**config.mk**
```make
export PLATFORM = sky130hd
export DESIGN_NAME = store_rmw_unit
export DESIGN_NICKNAME = d
export VERILOG_FILES = /design/src/rtl/store_rmw_unit.sv
export SDC_FILE = /design/constraint.sdc
export NUM_CORES = 1
export LEC_CHECK = 0
export CORE_AREA = 2 2 133 135
export DETAILED_ROUTE_END_ITERATION = 12
export DIE_AREA = 0 0 135 137
export PLACE_DENSITY_LB_ADDON = 0.05
export SYNTH_ARGS = -nofsm -noshare
export SYNTH_HDL_FRONTEND = slang
export SYNTH_SLANG_ARGS = --single-unit
```
**constraint.sdc**
```tcl
create_clock -name clk -period 2.7 [get_ports clk]
set_clock_uncertainty 0.2 [all_clocks]
set_input_delay 0.54 -clock clk [delete_from_list [all_inputs] [get_ports clk]]
set_output_delay 0.54 -clock clk [all_outputs]
set_load 0.005 [all_outputs]
```
**src/rtl/store_rmw_unit.sv**
```systemverilog
// Read-modify-write store sequencer: word stores write directly, byte/halfword stores fetch, merge and write back.
// Define STORE_ALIGN_CHECK_EN to abort misaligned word/halfword stores with err and no memory access.
module store_rmw_unit #(
    parameter int unsigned TIMEOUT_CYCLES = 255
) (
    input  logic        clk,
    input  logic        reset_n,
    input  logic        start,
    input  logic [1:0]  op,
    input  logic [31:0] addr,
    input  logic [31:0] store_data,
    output logic [31:0] mem_addr,
    output logic        mem_re,
    output logic        mem_we,
    output logic [31:0] mem_wdata,
    input  logic [31:0] mem_rdata,
    input  logic        mem_ack,
    output logic [31:0] mdr,
    output logic        busy,
    output logic        done,
    output logic        err
);

    typedef enum logic [2:0] {IDLE, READ, MERGE, WRITE, DONE} state_e;
    typedef enum logic [1:0] {OP_WORD = 2'b00, OP_HALF = 2'b01, OP_BYTE = 2'b10, OP_NONE = 2'b11} op_e;

    localparam int unsigned CNT_W = (TIMEOUT_CYCLES < 2) ? 1 : $clog2(TIMEOUT_CYCLES);
    localparam logic [CNT_W-1:0] CNT_LAST = (TIMEOUT_CYCLES == 0) ? '0 : CNT_W'(TIMEOUT_CYCLES - 1);

    state_e            state_q, state_d;
    op_e               op_q, op_d;
    logic [1:0]        lane_q, lane_d;
    logic [15:0]       data_q, data_d;
    logic [31:0]       mem_addr_q, mem_addr_d;
    logic [31:0]       wdata_q, wdata_d;
    logic [31:0]       mdr_q, mdr_d;
    logic [CNT_W-1:0]  cnt_q, cnt_d;
    logic              mem_re_q, mem_re_d;
    logic              mem_we_q, mem_we_d;
    logic              busy_q, busy_d;
    logic              done_q, done_d;
    logic              err_q, err_d;
    logic              misalign;
    logic              wd_expire;
    logic [31:0]       merged;

    always_comb begin
`ifdef STORE_ALIGN_CHECK_EN
        misalign = ((op_e'(op) == OP_WORD) && (addr[1:0] != 2'b00)) ||
                   ((op_e'(op) == OP_HALF) && addr[0]);
`else
        misalign = 1'b0;
`endif
        wd_expire = (TIMEOUT_CYCLES != 0) && (cnt_q == CNT_LAST);

        merged = mdr_q;
        if (op_q == OP_BYTE) begin
            case (lane_q)
                2'd0:    merged[7:0]   = data_q[7:0];
                2'd1:    merged[15:8]  = data_q[7:0];
                2'd2:    merged[23:16] = data_q[7:0];
                default: merged[31:24] = data_q[7:0];
            endcase
        end else if (lane_q[1]) begin
            merged[31:16] = data_q;
        end else begin
            merged[15:0] = data_q;
        end

        state_d    = state_q;
        op_d       = op_q;
        lane_d     = lane_q;
        data_d     = data_q;
        mem_addr_d = mem_addr_q;
        wdata_d    = wdata_q;
        mdr_d      = mdr_q;
        cnt_d      = cnt_q;
        err_d      = 1'b0;

        case (state_q)
            IDLE: begin
                if (start) begin
                    op_d       = op_e'(op);
                    lane_d     = addr[1:0];
                    data_d     = store_data[15:0];
                    mem_addr_d = {addr[31:2], 2'b00};
                    cnt_d      = '0;
                    if (misalign) begin
                        state_d = DONE;
                        err_d   = 1'b1;
                    end else begin
                        case (op_e'(op))
                            OP_WORD: begin
                                state_d = WRITE;
                                wdata_d = store_data;
                            end
                            OP_HALF, OP_BYTE: state_d = READ;
                            default:          state_d = DONE;
                        endcase
                    end
                end
            end
            READ: begin
                if (mem_ack) begin
                    mdr_d   = mem_rdata;
                    state_d = MERGE;
                end else if (wd_expire) begin
                    state_d = DONE;
                    err_d   = 1'b1;
                end else begin
                    cnt_d = cnt_q + CNT_W'(1);
                end
            end
            MERGE: begin
                wdata_d = merged;
                cnt_d   = '0;
                state_d = WRITE;
            end
            WRITE: begin
                if (mem_ack) begin
                    state_d = DONE;
                end else if (wd_expire) begin
                    state_d = DONE;
                    err_d   = 1'b1;
                end else begin
                    cnt_d = cnt_q + CNT_W'(1);
                end
            end
            default: state_d = IDLE;
        endcase

        // Strobes are registered from the next state so they line up with the state they describe.
        mem_re_d = (state_d == READ);
        mem_we_d = (state_d == WRITE);
        busy_d   = (state_d != IDLE);
        done_d   = (state_d == DONE);
    end

    always_ff @(posedge clk or negedge reset_n) begin
        if (!reset_n) begin
            state_q    <= IDLE;
            op_q       <= OP_WORD;
            lane_q     <= '0;
            data_q     <= '0;
            mem_addr_q <= '0;
            wdata_q    <= '0;
            mdr_q      <= '0;
            cnt_q      <= '0;
            mem_re_q   <= 1'b0;
            mem_we_q   <= 1'b0;
            busy_q     <= 1'b0;
            done_q     <= 1'b0;
            err_q      <= 1'b0;
        end else begin
            state_q    <= state_d;
            op_q       <= op_d;
            lane_q     <= lane_d;
            data_q     <= data_d;
            mem_addr_q <= mem_addr_d;
            wdata_q    <= wdata_d;
            mdr_q      <= mdr_d;
            cnt_q      <= cnt_d;
            mem_re_q   <= mem_re_d;
            mem_we_q   <= mem_we_d;
            busy_q     <= busy_d;
            done_q     <= done_d;
            err_q      <= err_d;
        end
    end

    assign mem_addr  = mem_addr_q;
    assign mem_re    = mem_re_q;
    assign mem_we    = mem_we_q;
    assign mem_wdata = wdata_q;
    assign mdr       = mdr_q;
    assign busy      = busy_q;
    assign done      = done_q;
    assign err       = err_q;

endmodule

```
; Word level (Yosys, flattened, before mapping)
; Index checks and enable logic that the tools add are counted.
[totals]
regBits = 130
input_bits = 102
out_inout_bits = 101
elab_cells = 66
[op_classes]
n_addsub = 1
eq_ne = 16
muxes = 23
n_reduce_logical = 13
[op_table]
columns = op, n
row1 = 32-bit 2-to-1 mux, 3
row2 = 32-bit one-hot mux with 2 select lines, 1
row3 = 8-bit 2-to-1 mux, 7
row4 = 16-bit 2-to-1 mux, 2
row5 = 8-bit one-hot mux with 3 select lines, 1
row6 = 3-bit 2-to-1 mux, 4
row7 = 3-bit one-hot mux with 4 select lines, 1
row8 = "3-bit by 2-bit == test with 1-bit output, second input constant", 3
row9 = "8-bit by 1-bit adder with 8-bit output, second input constant", 1
row10 = "8-bit == test, second input constant", 1
row11 = "2-bit == test, second input constant", 3
row12 = "3-bit by 1-bit == test with 1-bit output, second input constant", 2
row13 = "2-bit inequality test, second input constant", 3
row14 = 3-bit one-hot mux with 2 select lines, 1
row15 = 3-bit nonzero test, 2
row16 = "2-bit by 1-bit == test with 1-bit output, second input constant", 2
row17 = 2-bit zero test, 2
row18 = 2-bit AND reduction, 2
row19 = 4-bit AND reduction, 1
row20 = 2-bit OR reduction, 2
row21 = "3-bit == test, second input constant", 1
row22 = 3-bit zero test, 1
row23 = 1-bit 2-to-1 mux, 3
row24 = 3-bit AND reduction, 1
row25 = other kinds (3), 3

; Longest topological paths before layout
; Gate-level depths: netlist of the first run.
[depth]
word_depth = 6
ltp_mapped = 9
mapped_depth_nobuf = 8

; Worst setup path before layout of the first run
; OpenSTA, ideal clock, no wires.
[synth_timing]
kind = flip-flop to flip-flop
start = register cnt_q[0]
end = register cnt_q[3]
setup_time_ps = 80
arrival_ps = 1943
required_ps = 2420
path_slack_ps = 477
path_stages_with_launch = 8
synth_period_minus_slack_ps = 2223
path_cell_list = dfrtp_1 -> inv_1 -> ha_1 -> nand3_1 -> o21ai_0 -> a211o_1 -> or4b_2 -> o211ai_2
[synth_between]
elab_chain_len = 4
[synth_lines]
columns = item, line
row1 = "start, declared", 37  ; logic [CNT_W-1:0] cnt_q, cnt_d;
row2 = "start signal, assigned", 162  ; cnt_q <= cnt_d;
row3 = 8-bit by 1-bit adder with 8-bit output, "111, 126"
row4 = 8-bit 2-to-1 mux, "107, 122"
row5 = 8-bit 2-to-1 mux, 104  ; if (mem_ack) begin
row6 = 8-bit one-hot mux with 3 select lines, 80  ; case (state_q)
; Several ways; a longest one is shown, not always the timed one. The select of a mux whose other input is x is not followed.
; A chain may end at the register's enable or synchronous reset.

; Worst setup path after layout of the first run
[layout_timing]
start = register cnt_q[0]
end = register cnt_q[6]
; Same word-level chain as after synthesis.

==> out/metrics.cfg, run 1 <==
[global_routing]
track_usage_pct=18.6
grt_max_degree=65
grt_pass1_vias=4797
grt_first_pass_wirelength_mm=26.0
antenna_found_initial=0
grt_overflow=0

[drt]
drt-total-wl_mm=16.8
drt_iter0_drc=213
via_count=4581
drtPass1Iterations=4
vias_per_cell=4.96
drc=0
wl_per_cell_um=18.2
ant_nets=0

[critical_path]
cp-start-kind=flip-flop
worst_ep_required_time_ps=2830
critPathLaunch=cnt_q[0]
cp_num_cells=9
worst-r2r-cell-count=9
r2r-start=cnt_q[0]
criticalPathCategory=flip-flop to flip-flop
crit_top_cell=inv_1
arrival_ps=2510
cp-end-kind=flip-flop
crit_path_top_delay_cell=dfrtp_1
cpPeakStageDelay_ps=420
critPathMaxFanout=9
crit_path_cell_trace=inv_1 -> ha_1 -> nand3_1 -> o21a_4 -> a22oi_4 -> inv_1 -> or3_1 -> buf_4 -> o211ai_2
cp_num_buf_inv=3
cp_top_family=compound AO/OA/AOI/OAI gates

[floorplanning]
core.rowCount=48
core_area_um2=17100
ioPinCount=203
die-area_um2=18500
die_y_um=137
die_w_um=135
start_util_pct=34.3

[min_path]
holdPathStages=2
hp-start=mem_wdata[26]
hold_class=flip-flop to flip-flop

[place]
dp.final_hpwl_mm=12.2
place_area_um2=8180
gp_congestion=0.841
io_buffers=200
pre_cts_slack_ps=63.3

[clocking]
numClockSinks=130
cts_made_buffers=17
worstSkewPairLatency_ps=410
h-tree-depth=4
ctsLongestPathBuffers=2
cts_root_buffer=clkbuf_16
cts_tree=yes
clk_pin_slew_ps=50

[synth]
avgSynthCellArea_um2=12.2
syn_inst=481
synth_top_family_by_area=multiplexers
synthAdderAreaFrac_pct=0.428
synth_edf_count=0
ys_ff_latch=130
seq_area_frac_synth_pct=55.6
synthSimpleGateAreaFrac_pct=6.63
postSynth.asyncResetShare_pct=100
synthMuxAreaShare_pct=20.0
synth_top_flop_cell=dfrtp_1
netlist_area_um2=5850
ys_types=47
yosys_warnings=0
yosys.area_share.xor_xnor_pct=0
synth_compound_area_share_pct=14.1

[timing]
slew_viol_final=0
relSlewSlack_pct=43.3
worst_pin_slew_ps=849
rsz0062_at_grt=false
fmaxAchievable_ghz=0.420
min_period_over_period_pct=88.3
fin_ws_ps=317
fin_tns_setup_ps=0
final-hold-violation-count=0
fin_crit_ps=2380
setup_viol=0

[finish]
multi_input_area_um2=2430
register_area_um2=3250
layout-drive-gt1-share_pct=21.9
n_antenna_cell=0
post-route-util_pct=51.4
nFillCells=1532
fin_nets=790
area_delta_synth_final_pct=49.7
fin_area_um2=8760

[power_and_ir_drop]
ir_worst_vdd_mv=0.601
leakagePower_uw=0.00368
power.density_nw_per_um2=1190

[job]
cap_viol_max_count=0

[status]
status=finished clean

## power by group
group	internal (µW)	switching, µW
clock network	1450	803
registers	2900	679
logic	2680	1920
## synth_stat cells (3+ instances only)
master / number / area share (%)
dfrtp_1: 130 / 56
mux2_2: 89 / 17
a21oi_1: 49 / 4.2
nand2_1: 28 / 1.8
clkbuf_1: 25 / 1.6
a211oi_1: 24 / 3.1
o21ai_0: 20 / 1.7
mux2i_1: 17 / 2.9
inv_1: 10 / 0.64
nor2_1: 10 / 0.64
and3_1: 8 / 0.86
o22ai_1: 8 / 0.86
o211ai_2: 6 / 1.3
buf_2: 5 / 0.43
nand3_1: 4 / 0.34
nor2b_1: 4 / 0.43
nor3_1: 3 / 0.26
## registers in the layout, indices dropped and copies added (netlist names)
name	flops
mem_addr	30
op_q	2
mem_wdata	32
mem_we	1
done	1
state_q	3
lane_q	2
mdr	32
data_q	16
busy	1
err	1
mem_re	1
cnt_q	8
## worst paths after layout
path | end | slack (ps)
worst max-delay path | cnt_q[6] | 320
worst min-delay path | mem_wdata[26] | 280
worst max register to register | cnt_q[6] | 320
worst min register to register | mem_wdata[26] | 280
max in group asynchronous | mdr[31] | 1170
min in group asynchronous | mem_addr[9] | 490
## through the flow
step | power, µW | hold WS, ps | cells
2_1_floorplan | 5770 | 44.4 | 482
5_1_grt | 11100 | 303 | 923
4_1_cts | 10600 | 281 | 923
6_report | 10400 | 276 | 923
3_3_place_gp | 8160 | 265 | 891
3_5_place_dp | 8250 | 270 | 891
## logic make-up (layout without fill, tap and decap cells)
| family | after synthesis | count (layout) |
|---|---|---|
| muxes | 106 | 106 |
| other | 1 | 2 |
| AOI/OAI and AO/OA | 125 | 125 |
| and+or+nand+nor | 73 | 73 |
| buffers and inverters | 44 | 260 |
| DFF | 130 | 130 |
| adders and majority gates | 2 | 2 |
## worst register-to-register path, cell delays in order (launching register included)
cell      delay, ps
dfrtp_1         420
inv_1           110
ha_1            160
nand3_1         160
o21a_4          260
a22oi_4         250
inv_1            80
or3_1           340
buf_4           190
o211ai_2        150
## layer usage
metal / vias up / wire length, µm / share of wire (%) / GRT usage (%)
met3: 13 / 1220 / 7.2 / 6.81
met2: 136 / 8120 / 48 / 30.3
met5: - / 0 / 0 / 0
li1: 2168 / - / - / -
met1: 2264 / 7210 / 43 / 23.2
met4: 0 / 215 / 1.3 / 5.38
## what timing repair did
item,CTS,global route
hold buffers,1,0
buffers inserted,0,0
hold endpoints to repair,62,0
resized for setup,0,0
## cells in the final DEF, fill, tap and decap left out, types with 10 or more instances in the layout
| master | netlist | routed |
|---|---|---|
| a211oi_1 | 24 | 24 |
| a21oi_1 | 49 | 49 |
| buf_4 | 2 | 14 |
| clkbuf_16 | 0 | 17 |
| clkdlybuf4s50_1 | 0 | 199 |
| dfrtp_1 | 130 | 130 |
| inv_1 | 10 | 10 |
| mux2_2 | 89 | 89 |
| mux2i_1 | 17 | 17 |
| nand2_1 | 28 | 27 |
| nor2_1 | 10 | 10 |
| o21ai_0 | 20 | 19 |
## final cells by class
cell class	instances	share of cell area, %
Inverter	11	0.471
Sequential cell	130	37.1
Clock buffer	26	5.70
Tap cell	225	3.21
Clock inverter	5	0.857
Timing Repair Buffer	218	24.9
Multi-Input combinational cell	308	27.8
No activity file was read; power rests on OpenSTA's default activity.
==> run 2: changes to the inputs <==
--- a/config.mk
+++ b/config.mk
@@ -5,9 +5,9 @@
 export SDC_FILE = /design/constraint.sdc
 export NUM_CORES = 1
 export LEC_CHECK = 0
-export CORE_AREA = 2 2 133 135
+export CORE_AREA = 8 8 139 141
 export DETAILED_ROUTE_END_ITERATION = 12
-export DIE_AREA = 0 0 135 137
+export DIE_AREA = 0 0 147 149
 export PLACE_DENSITY_LB_ADDON = 0.05
 export SYNTH_ARGS = -nofsm -noshare
 export SYNTH_HDL_FRONTEND = slang
==> run 2 against run 1 <==
Wire length up 6.4%. Non-clock buffer count increased by 2. Final area up 0.73%. Global-route usage decreased by 1.8 points. Via count grew 0.87%. Sequential share of layout area shrank 0.27 points. Utilization rose by 0.37 points. Total power up 2.1%. Sequential power up 1%. Flip-flop and latch count stayed put.
==> out/metrics.cfg, run 2 (synthesis results as in run 1) <==
[floorplanning]
die_y_um=149  ; +8.8%
die-area_um2=21900  ; +18%
ioPinCount=203  ; unchanged
die_w_um=147  ; +8.9%
core.rowCount=48  ; unchanged
core_area_um2=17100  ; unchanged
start_util_pct=34.3  ; unchanged

[drt]
drt-total-wl_mm=17.8  ; +6.4%
vias_per_cell=4.99  ; +0.55%
drtPass1Iterations=4  ; unchanged
ant_nets=0  ; unchanged
via_count=4621  ; +0.87%
drc=0  ; unchanged
drt_iter0_drc=221  ; +3.8%
wl_per_cell_um=19.3  ; +6.1%

[finish]
fin_cells=926  ; +0.33%
fin_area_um2=8820  ; +0.73%
n_antenna_cell=0  ; unchanged
nFillCells=1554  ; +1.4%
area_delta_synth_final_pct=50.8
fin_nets=792  ; +0.25%
final_cell_mix=clkdlybuf4s50_1, dfrtp_1, mux2_2, a21oi_1, nand2_1
layout_commonest_cell=clkdlybuf4s50_1
layout-drive-gt1-share_pct=23.0  ; +1.0 points

[place]
io_buffers=200  ; unchanged
gp_congestion=0.761  ; -9.5%
dp.final_hpwl_mm=13.2  ; +8.3%
placed_cells=893  ; +0.22%
place_area_um2=8190  ; +0.18%
pre_cts_slack_ps=-72.0  ; -135 ps

[clocking]
cts_resized=0  ; unchanged
h-tree-depth=4  ; unchanged
cts_root_buffer=clkbuf_16
cts_tree=yes
clk_pin_slew_ps=60  ; about the same
ctsLongestPathBuffers=2  ; unchanged
worstSkewPairLatency_ps=420  ; about the same
numClockSinks=130  ; unchanged
cts_made_buffers=17  ; unchanged

[min_path]
holdPathStages=2  ; unchanged
hold_class=flip-flop to flip-flop
holdPathEnd=mem_wdata[26]
hp-start=mem_wdata[26]

[global_routing]
grt_first_pass_wirelength_mm=28.5  ; +9.5%
antenna_found_initial=1  ; +1
grt_pass1_vias=5039  ; +5.0%
grt_overflow=0  ; unchanged
track_usage_pct=16.7  ; -1.8 points
grt_max_degree=53  ; -18%

[timing]
min_period_over_period_pct=92.2  ; +4.0 points
slew_viol_final=0  ; unchanged
relSlewSlack_pct=59.1  ; +16 points
final-hold-violation-count=0  ; unchanged
rsz0062_at_grt=false
fin_crit_ps=2490  ; +107 ps
fmaxAchievable_ghz=0.402  ; -4.3%
timing.hold.ws_ps=280  ; +3.96 ps
worst_pin_slew_ps=607  ; -241 ps
setup_viol=0  ; unchanged
fin_ws_ps=210  ; -107 ps

[critical_path]
cp-start-kind=flip-flop
critPathMaxFanout=9  ; unchanged
r2r-start=cnt_q[0]
cp-end-kind=flip-flop
r2r_end=cnt_q[2]
arrival_ps=2630  ; +120 ps
rrSetupSlack_ps=210  ; -110 ps
worst-r2r-cell-count=8  ; -1
criticalPathCategory=flip-flop to flip-flop
worst_ep_required_time_ps=2840  ; about the same

[power_and_ir_drop]
ir_worst_vdd_mv=0.586  ; -2.4%
finalPower_uw=10600  ; +2.1%
leakagePower_uw=0.00370  ; +0.46%
power.density_nw_per_um2=1210  ; +1.3%

[job]
cap_viol_max_count=0  ; unchanged

[status]
status=finished clean

-- run 2: cell count changes in the layout (fill, tap and decap cells not counted), sizes merged --
cell	delta
clkbuf	-6
clkinvlp	+4
buf	+2
clkinv	+2
bufinv	+1
-- run 2: layout make-up --
class,count,area (µm²),share of cell area (%)
inverter,11,41.3,0.468
clock inverter,12,156,1.77
sequential,130,3250,36.9
clock buffer,20,467,5.29
tap,225,282,3.19
multi-input combinational,308,2430,27.6
timing repair buffer,220,2190,24.9
-- run 2: critical path: stages, from the launching register on --
cell,delay (ps)
dfrtp_1,410
inv_1,90
ha_1,140
nand3_1,170
o21a_4,260
a22oi_4,250
inv_1,80
or3_1,580
o211ai_2,220
-- run 2: worst max path at each step --
| stage | from | to | slack, ps | cells after the start |
|---|---|---|---|---|
| floorplan | cnt_q[0] | cnt_q[3] | 480 | 7 |
| global placement | mem_ack | cnt_q[3] | -20 | 7 |
| detailed placement | mem_ack | cnt_q[2] | -70 | 7 |
| CTS | cnt_q[0] | cnt_q[5] | 220 | 8 |
| global route | cnt_q[0] | cnt_q[5] | 40 | 8 |
| finish | cnt_q[0] | cnt_q[2] | 210 | 8 |
-- run 2: stage by stage --
| step | util, % | TNS (ps) |
|---|---|---|
| floorplan | - | 0 |
| global placement | 48.0 | -114 |
| detailed placement | 48.0 | -447 |
| CTS | 51.7 | 0 |
| global route | 51.7 | 0 |
| finish | 51.7 | 0 |
-- run 2: where the power goes --
part / internal [µW] / switching (µW)
registers: 2900 / 724
clock network: 1520 / 879
logic: 2700 / 1920
total: 7120 / 3520
-- run 2: what timing repair did --
item                      in CTS  in global routing
hold buffers                   1                  0
hold endpoints to repair      49                  0
buffers inserted               0                  0
-- run 2: layer usage --
metal	share of wire, %	global-route usage, %	up-vias
li1	-	-	2185
met5	0.073	0	-
met2	48	27.0	131
met1	42	19.6	2282
met4	1.5	6.73	2
met3	8.4	6.77	21
